### config.mk
export PLATFORM = sky130hd
export DESIGN_NAME = boot_copier
export DESIGN_NICKNAME = d
export VERILOG_FILES = /design/src/rtl/boot_copier.sv
export SDC_FILE = /design/constraint.sdc
export NUM_CORES = 1
export LEC_CHECK = 0
export BUFFER_PORTS_ARGS = -buffer_cell sky130_fd_sc_hd__buf_2
export CAP_MARGIN = 10
export CORE_ASPECT_RATIO = 0.8
export CORE_MARGIN = 2
export CORE_UTILIZATION = 50
export CTS_BUF_LIST = sky130_fd_sc_hd__clkbuf_8
export CTS_CLUSTER_SIZE = 16
export DETAILED_ROUTE_END_ITERATION = 12
export GPL_ROUTABILITY_DRIVEN = 0
export PLACE_DENSITY = 0.85
export SETUP_SLACK_MARGIN = 0.2
export SYNTH_ARGS = -nofsm -noshare
export SYNTH_HDL_FRONTEND = slang
export SYNTH_SLANG_ARGS = --single-unit
### constraint.sdc
create_clock -name clk -period 2 [get_ports clk]
set_clock_uncertainty 0.1 [all_clocks]
set_input_delay 0.1 -clock clk [delete_from_list [all_inputs] [get_ports clk]]
set_output_delay 0.1 -clock clk [all_outputs]
set_load 0.02 [all_outputs]
### src/rtl/boot_copier.sv
// Boot ROM to destination memory copier with registered-ROM latency handling.
// Optional image checksum check enabled by BOOT_COPIER_CHECKSUM_EN.
module boot_copier #(
   parameter int          ROM_AW    = 9,
   parameter int          COUNT     = 512,
   parameter int          DEST_AW   = 16,
   parameter int unsigned DEST_BASE = 0
) (
   input  logic               clk,
   input  logic               rst_n,
   input  logic               start,
   output logic [ROM_AW-1:0]  rom_addr,
   input  logic [7:0]         rom_rddata,
   output logic [DEST_AW-1:0] dst_addr,
   output logic [7:0]         dst_wrdata,
   output logic               dst_wr,
   input  logic               dst_ready,
   output logic               busy,
   output logic               done,
   output logic               checksum_err
);

   localparam logic [2:0] S_IDLE  = 3'd0;
   localparam logic [2:0] S_FETCH = 3'd1;
   localparam logic [2:0] S_LATCH = 3'd2;
   localparam logic [2:0] S_WRITE = 3'd3;
   localparam logic [2:0] S_DONE  = 3'd4;

   // One extra index bit so a full 2**ROM_AW image never wraps.
   localparam logic [ROM_AW:0] LAST = (ROM_AW+1)'(COUNT - 1);

   logic [2:0]      state_q, state_d;
   logic [ROM_AW:0] index_q, index_d;
   logic [7:0]      wrdata_q, wrdata_d;
   logic            wr_q, wr_d;
   logic            busy_q, busy_d;
   logic            done_q, done_d;
`ifdef BOOT_COPIER_CHECKSUM_EN
   logic [7:0]      acc_q, acc_d;
   logic            err_q, err_d;
`endif

   always_comb begin
      state_d  = state_q;
      index_d  = index_q;
      wrdata_d = wrdata_q;
      wr_d     = wr_q;
      busy_d   = busy_q;
      done_d   = done_q;
`ifdef BOOT_COPIER_CHECKSUM_EN
      acc_d    = acc_q;
      err_d    = err_q;
`endif
      unique case (state_q)
         S_IDLE, S_DONE: begin
            if (start) begin
               state_d = S_FETCH;
               index_d = '0;
               busy_d  = 1'b1;
               done_d  = 1'b0;
`ifdef BOOT_COPIER_CHECKSUM_EN
               acc_d   = '0;
               err_d   = 1'b0;
`endif
            end
         end
         S_FETCH: state_d = S_LATCH;
         S_LATCH: begin
            wrdata_d = rom_rddata;
            wr_d     = 1'b1;
            state_d  = S_WRITE;
`ifdef BOOT_COPIER_CHECKSUM_EN
            acc_d    = acc_q + rom_rddata;
`endif
         end
         S_WRITE: begin
            if (dst_ready) begin
               wr_d = 1'b0;
               if (index_q == LAST) begin
                  state_d = S_DONE;
                  busy_d  = 1'b0;
                  done_d  = 1'b1;
`ifdef BOOT_COPIER_CHECKSUM_EN
                  err_d   = |acc_q;
`endif
               end else begin
                  index_d = index_q + 1'b1;
                  state_d = S_FETCH;
               end
            end
         end
         default: state_d = S_IDLE;
      endcase
   end

   always_ff @(posedge clk or negedge rst_n) begin
      if (!rst_n) begin
         state_q  <= S_IDLE;
         index_q  <= '0;
         wrdata_q <= '0;
         wr_q     <= 1'b0;
         busy_q   <= 1'b0;
         done_q   <= 1'b0;
`ifdef BOOT_COPIER_CHECKSUM_EN
         acc_q    <= '0;
         err_q    <= 1'b0;
`endif
      end else begin
         state_q  <= state_d;
         index_q  <= index_d;
         wrdata_q <= wrdata_d;
         wr_q     <= wr_d;
         busy_q   <= busy_d;
         done_q   <= done_d;
`ifdef BOOT_COPIER_CHECKSUM_EN
         acc_q    <= acc_d;
         err_q    <= err_d;
`endif
      end
   end

   assign rom_addr   = index_q[ROM_AW-1:0];
   assign dst_addr   = DEST_AW'(DEST_BASE) + DEST_AW'(index_q);
   assign dst_wrdata = wrdata_q;
   assign dst_wr     = wr_q;
   assign busy       = busy_q;
   assign done       = done_q;
`ifdef BOOT_COPIER_CHECKSUM_EN
   assign checksum_err = err_q;
`else
   assign checksum_err = 1'b0;
`endif

endmodule

# After elaboration in Yosys (flattened, before gate mapping)
# Index checks and enable logic that the tools add are counted.
[totals]
register_bits = 24
output_inout_bits = 37
word_cells = 42
[classes]
n_addsub = 1
eq_ne = 9
mux = 18
n_reduce_logical = 8
[ops]
columns = ["cell", "n"]
rows = [
  ["10-bit two-way mux", 3],
  ["10-bit case mux with 2 select lines", 1],
  ["3-bit case mux with 4 select lines", 1],
  ["10-bit by 1-bit adder with 10-bit output (second input constant)", 1],
  ["10-bit by 9-bit == test with 1-bit output (second input constant)", 1],
  ["3-bit two-way mux", 3],
  ["2-bit inequality test (second input constant)", 4],
  ["4-bit AND reduction", 2],
  ["1-bit two-way mux", 7],
  ["3-bit by 2-bit == test with 1-bit output (second input constant)", 2],
  ["1-bit case mux with 2 select lines", 3],
  ["2-bit AND reduction", 2],
  ["2-bit nonzero test", 2],
  ["3-bit by 1-bit == test with 1-bit output (second input constant)", 1],
  ["3-bit == test (second input constant)", 1],
  ["3-bit zero test", 1],
  ["2-bit OR reduction", 1],
]

# Logic depth before layout (Yosys ltp)
[depth]
word_depth = 4
ltp_mapped = 5
mapped_depth_nobuf = 5

# Worst setup path after synthesis
# Ideal clock, no wire load.
[synth_timing]
path_kind = "flip-flop to flip-flop"
start = "register index_q[0]"
end = "register index_q[6]"
t_arrival_ns = 1.578
required_time_ns = 1.774
path_slack_ns = 0.196
stages_incl_launch_ff = 6
n_path_buf = 0
cell_sequence = "dfrtp_1 > ha_1 > and4_1 > nand3b_1 > o21ai_1 > a221o_1"
[synth_between]
elab_chain_len = 4
[synth_rtl]
columns = ["item", "line_no", "source"]
rows = [
  ["from (decl)", "33", "logic [ROM_AW:0] index_q, index_d;"],
  ["from (signal assigned)", "110", "index_q <= index_d;"],
  ["10-bit by 1-bit adder with 10-bit output", "87", "index_d = index_q + 1'b1;"],
  ["10-bit two-way mux", "79", "if (index_q == LAST) begin"],
  ["10-bit two-way mux", "77", "if (dst_ready) begin"],
  ["10-bit case mux with 2 select lines", "54", "unique case (state_q)"],
]
# Several ways; a longest one is shown, not always the timed one. The select of a mux whose other input is x is not followed.
# A chain may end at the register's enable or synchronous reset.

# Worst setup path in the final report
[layout_timing]
start = "register index_q[1]"
end = "register state_q[0]"
[layout_between]
elab_chain_len = 4
[layout_rtl]
columns = ["item", "line_no", "source"]
rows = [
  ["10-bit by 9-bit == test with 1-bit output", "79", ""],
  ["3-bit two-way mux", "79", ""],
  ["3-bit two-way mux", "77", ""],
  ["3-bit case mux with 4 select lines", "54", ""],
  ["to (signal assigned)", "109", "state_q <= state_d;"],
  ["to (decl)", "32", "logic [2:0] state_q, state_d;"],
]
# No other way between the ends. The select of a mux whose other input is x is not followed.

==> out/results.tsv <==
stage	metric	value	unit
outcome	run_status	complete, no violations	
place	port_buffers	41	
sta	worst-slew-pin-transition	0.507	ns
sta	setup_violations	0	
synth	synthesis.instances	127	
synth	synth_top_cells_by_area	sky130_fd_sc_hd__dfrtp_1 (46%), sky130_fd_sc_hd__buf_4 (9.3%), sky130_fd_sc_hd__mux2_2 (7.0%), sky130_fd_sc_hd__a31oi_1 (2.9%), sky130_fd_sc_hd__nand3_1 (2.7%)	
drt	route.detailed.vias_per_inst	5.58	
sta	rsz0062_at_grt	no	
layout	final_net_count	188	
sta	achievable_frequency	575	MHz
synth	yosys.area.top_type_share	46.5	%
sta	post-route-period-util	86.9	%
synth	synth.avg_cell_area	10.2	um2
power_and_ir_drop	totalPowerFinal	2.66	mW
worst_setup_path	critical_path.max_fanout	6	
worst_setup_path	reg2reg_setup_slack	0.26	ns
synth	ys_seq_area_share	46.5	%
place	detailed_place.area	1440	um2
worst_setup_path	worstPathCellList	ha_4, nand4_1, nor3b_4, a21oi_1, or2_1	
grt	first_global_vias	1080	
synth	syn_area	1290	um2
clock_tree	clk_root_buffer_cell	sky130_fd_sc_hd__clkbuf_8	
floorplanning	design.core.area	2440	um2
layout	design_area	1660	um2
worst_setup_path	slowest_stage	sky130_fd_sc_hd__dfrtp_2	
floorplanning	fp-row-count	16	
synth	post-synth-top-area-cell	sky130_fd_sc_hd__dfrtp_1	
clock_tree	tritoncts_clock_tree	yes	
synth	yosys_warnings	0	
drt	drc_errors	0	
worst_setup_path	arrival	1.80	ns
sta	timing.final.max_slew_violations	0	
synth	ys_async_sr_fraction	100	%
floorplanning	chipWidth	60.8	um
layout	n_fill_cell	188	
synth	synth_edf_count	0	
floorplanning	top_level_ports	49	
grt	overflow	0	
sta	timing.setup.tns	0	ns
floorplanning	effective_utilization_at_floorplan	52.9	%
grt	antenna_found_initial	0	
worst_setup_path	critPathKind	reg -> reg	
sta	min_period	1.74	ns
worst_setup_path	cp_data_required_time	2.06	ns
worst_setup_path	crit_path_end_kind	flip-flop	
layout	mostFrequentLayoutCell	sky130_fd_sc_hd__buf_2	
drt	antenna_violating_nets_post_route	0	
grt	grt_first_pass_wirelength	4910	um
flow_run	drv_cap	0	
worst_setup_path	crit_path_start_kind	flip-flop	
clock_tree	h_tree_depth	1	
sta	maxSlewHeadroom	66.2	%
clock_tree	cts-root-to-sink-buffers	2	
clock_tree	clk_pin_slew	0.08	ns
drt	num_vias	1172	
layout	insertedDiodeCount	0	
drt	drtPass1Iterations	4	
power_and_ir_drop	vdd_drop_max	828	uV
clock_tree	clock_buffer_count_from_cts	3	
clock_tree	clkSinkCount	24	
layout	most-common-layout-cells	sky130_fd_sc_hd__buf_2 (41), sky130_fd_sc_hd__dfrtp_1 (21), sky130_fd_sc_hd__dlygate4sd3_1 (11)	
sta	report.final.hold_viol_count	0	
drt	detail_route.wirelength	3180	um
worst_setup_path	critPathMaxStageDelay	0.43	ns
layout	syn_to_final_growth	28.1	%
grt	global_router_s_overall_resource_usage	22.0	%
floorplanning	chipHeight	49.5	um
floorplanning	dieArea	3010	um2
power_and_ir_drop	cellLeakagePower	0.774	nW
place	post_dp_hpwl	2100	um
worst_hold_path	worstHoldPathType	in -> async	
layout	final_layout_size_suffix_gt1_share	38.5	%
synth	yosysUniqueCellTypes	39	
drt	count_of_routing_violations_after_the_opening_detailed_route_iteration	75	
power_and_ir_drop	power_per_cell_area	1610	nW/um2
synth	ys_dominant_reg_cell	sky130_fd_sc_hd__dfrtp_1	
synth	ys_ff_latch	24	
clock_tree	clk-insertion-delay-late	0.27	ns
drt	wl_per_cell	15.1	um
grt	maximum_number_of_pins_on_one_net_before_global_route_repair	25	
-- registers in the layout, summed over array words and instances (netlist names) --
register    cells
busy            1
dst_wrdata      8
index_q        10
done            1
dst_wr          1
state_q         3
-- layout make-up --
class | instances | area, um2 | share of cell area [%]
sequential | 24 | 604 | 36.5
multi-input combinational | 86 | 587 | 35.4
timing repair buffer | 57 | 353 | 21.3
clock buffer | 4 | 55.1 | 3.33
tap | 36 | 45.0 | 2.72
inverter | 3 | 11.3 | 0.680
-- worst max-delay path, delay by kind of cell, from the launching register on --
kind,cells,cell delay (ns)
flops,1,0.43
compound gates,1,0.11
fa+ha+maj,1,0.17
simple gates,3,0.82
-- through the flow --
stage	instances	setup WS [ns]	util, %	hold WS [ns]
floorplan	133	0.226	-	-0.296
global placement	192	0.297	59.1	-0.00546
detailed placement	192	0.227	59.1	0.00409
CTS	207	0.215	65.9	0.247
global route	210	0.189	67.8	0.276
finish	210	0.262	67.8	0.218
-- metal layers --
layer / global-route usage (%) / up-vias / wire [um]
met5: 0 / - / 0
met4: 8.70 / 0 / 85
met3: 5.51 / 9 / 250
met2: 33.7 / 59 / 1530
met1: 29.6 / 565 / 1310
li1: - / 539 / -
-- where the power goes --
part	internal, mW	leakage, nW	switching [mW]	total [mW]
combinational	0.543	0.458	0.820	1.36
sequential	0.699	0.288	0.264	0.963
clock	0.176	0.0288	0.157	0.333
total	1.42	0.774	1.24	2.66
-- worst paths after layout --
check | start | cells past startpoint | endpoint
setup / recovery | index_q[1] | 5 | state_q[0]
hold / removal | rst_n | 2 | dst_wrdata[7]
setup reg to reg | index_q[1] | 5 | state_q[0]
hold reg to reg | dst_wr | 1 | dst_wr
max in group asynchronous | rst_n | 2 | index_q[5]
min in group clk | dst_wr | 1 | dst_wr
-- cell usage after synthesis, types with 2 or more instances --
master                     number
sky130_fd_sc_hd__a21oi_1        4
sky130_fd_sc_hd__a221o_1        2
sky130_fd_sc_hd__a31oi_1        6
sky130_fd_sc_hd__and3_1         4
sky130_fd_sc_hd__and4_1         2
sky130_fd_sc_hd__buf_4         16
sky130_fd_sc_hd__clkbuf_1       2
sky130_fd_sc_hd__dfrtp_1       24
sky130_fd_sc_hd__inv_1          3
sky130_fd_sc_hd__mux2_2         8
sky130_fd_sc_hd__nand2_1        8
sky130_fd_sc_hd__nand3_1        7
sky130_fd_sc_hd__nand3b_1       2
sky130_fd_sc_hd__nand4_1        2
sky130_fd_sc_hd__nor2_1         2
sky130_fd_sc_hd__nor3_1         6
sky130_fd_sc_hd__o21a_1         2
sky130_fd_sc_hd__o21ai_0        6
-- kinds of logic after synthesis --
logic type               share of synthesized area [%]
flip-flops                                        46.5
AO/OA/AOI/OAI                                     14.5
AND/OR/NAND/NOR                                   18.5
adder cells (fa/ha/maj)                          0.968
multiplexers                                      7.74
other                                            0.290
buffers and inverters                             11.5
-- timing repair --
item / 4_1_cts / 5_1_grt
hold buffers: 11 / 0
hold endpoints to repair: 34 / 0
resized for setup: 0 / 6
setup endpoints to repair: 1 / 12
buffers inserted: 0 / 3
pin swaps: 1 / 2
(Power assumes the default switching activity.)
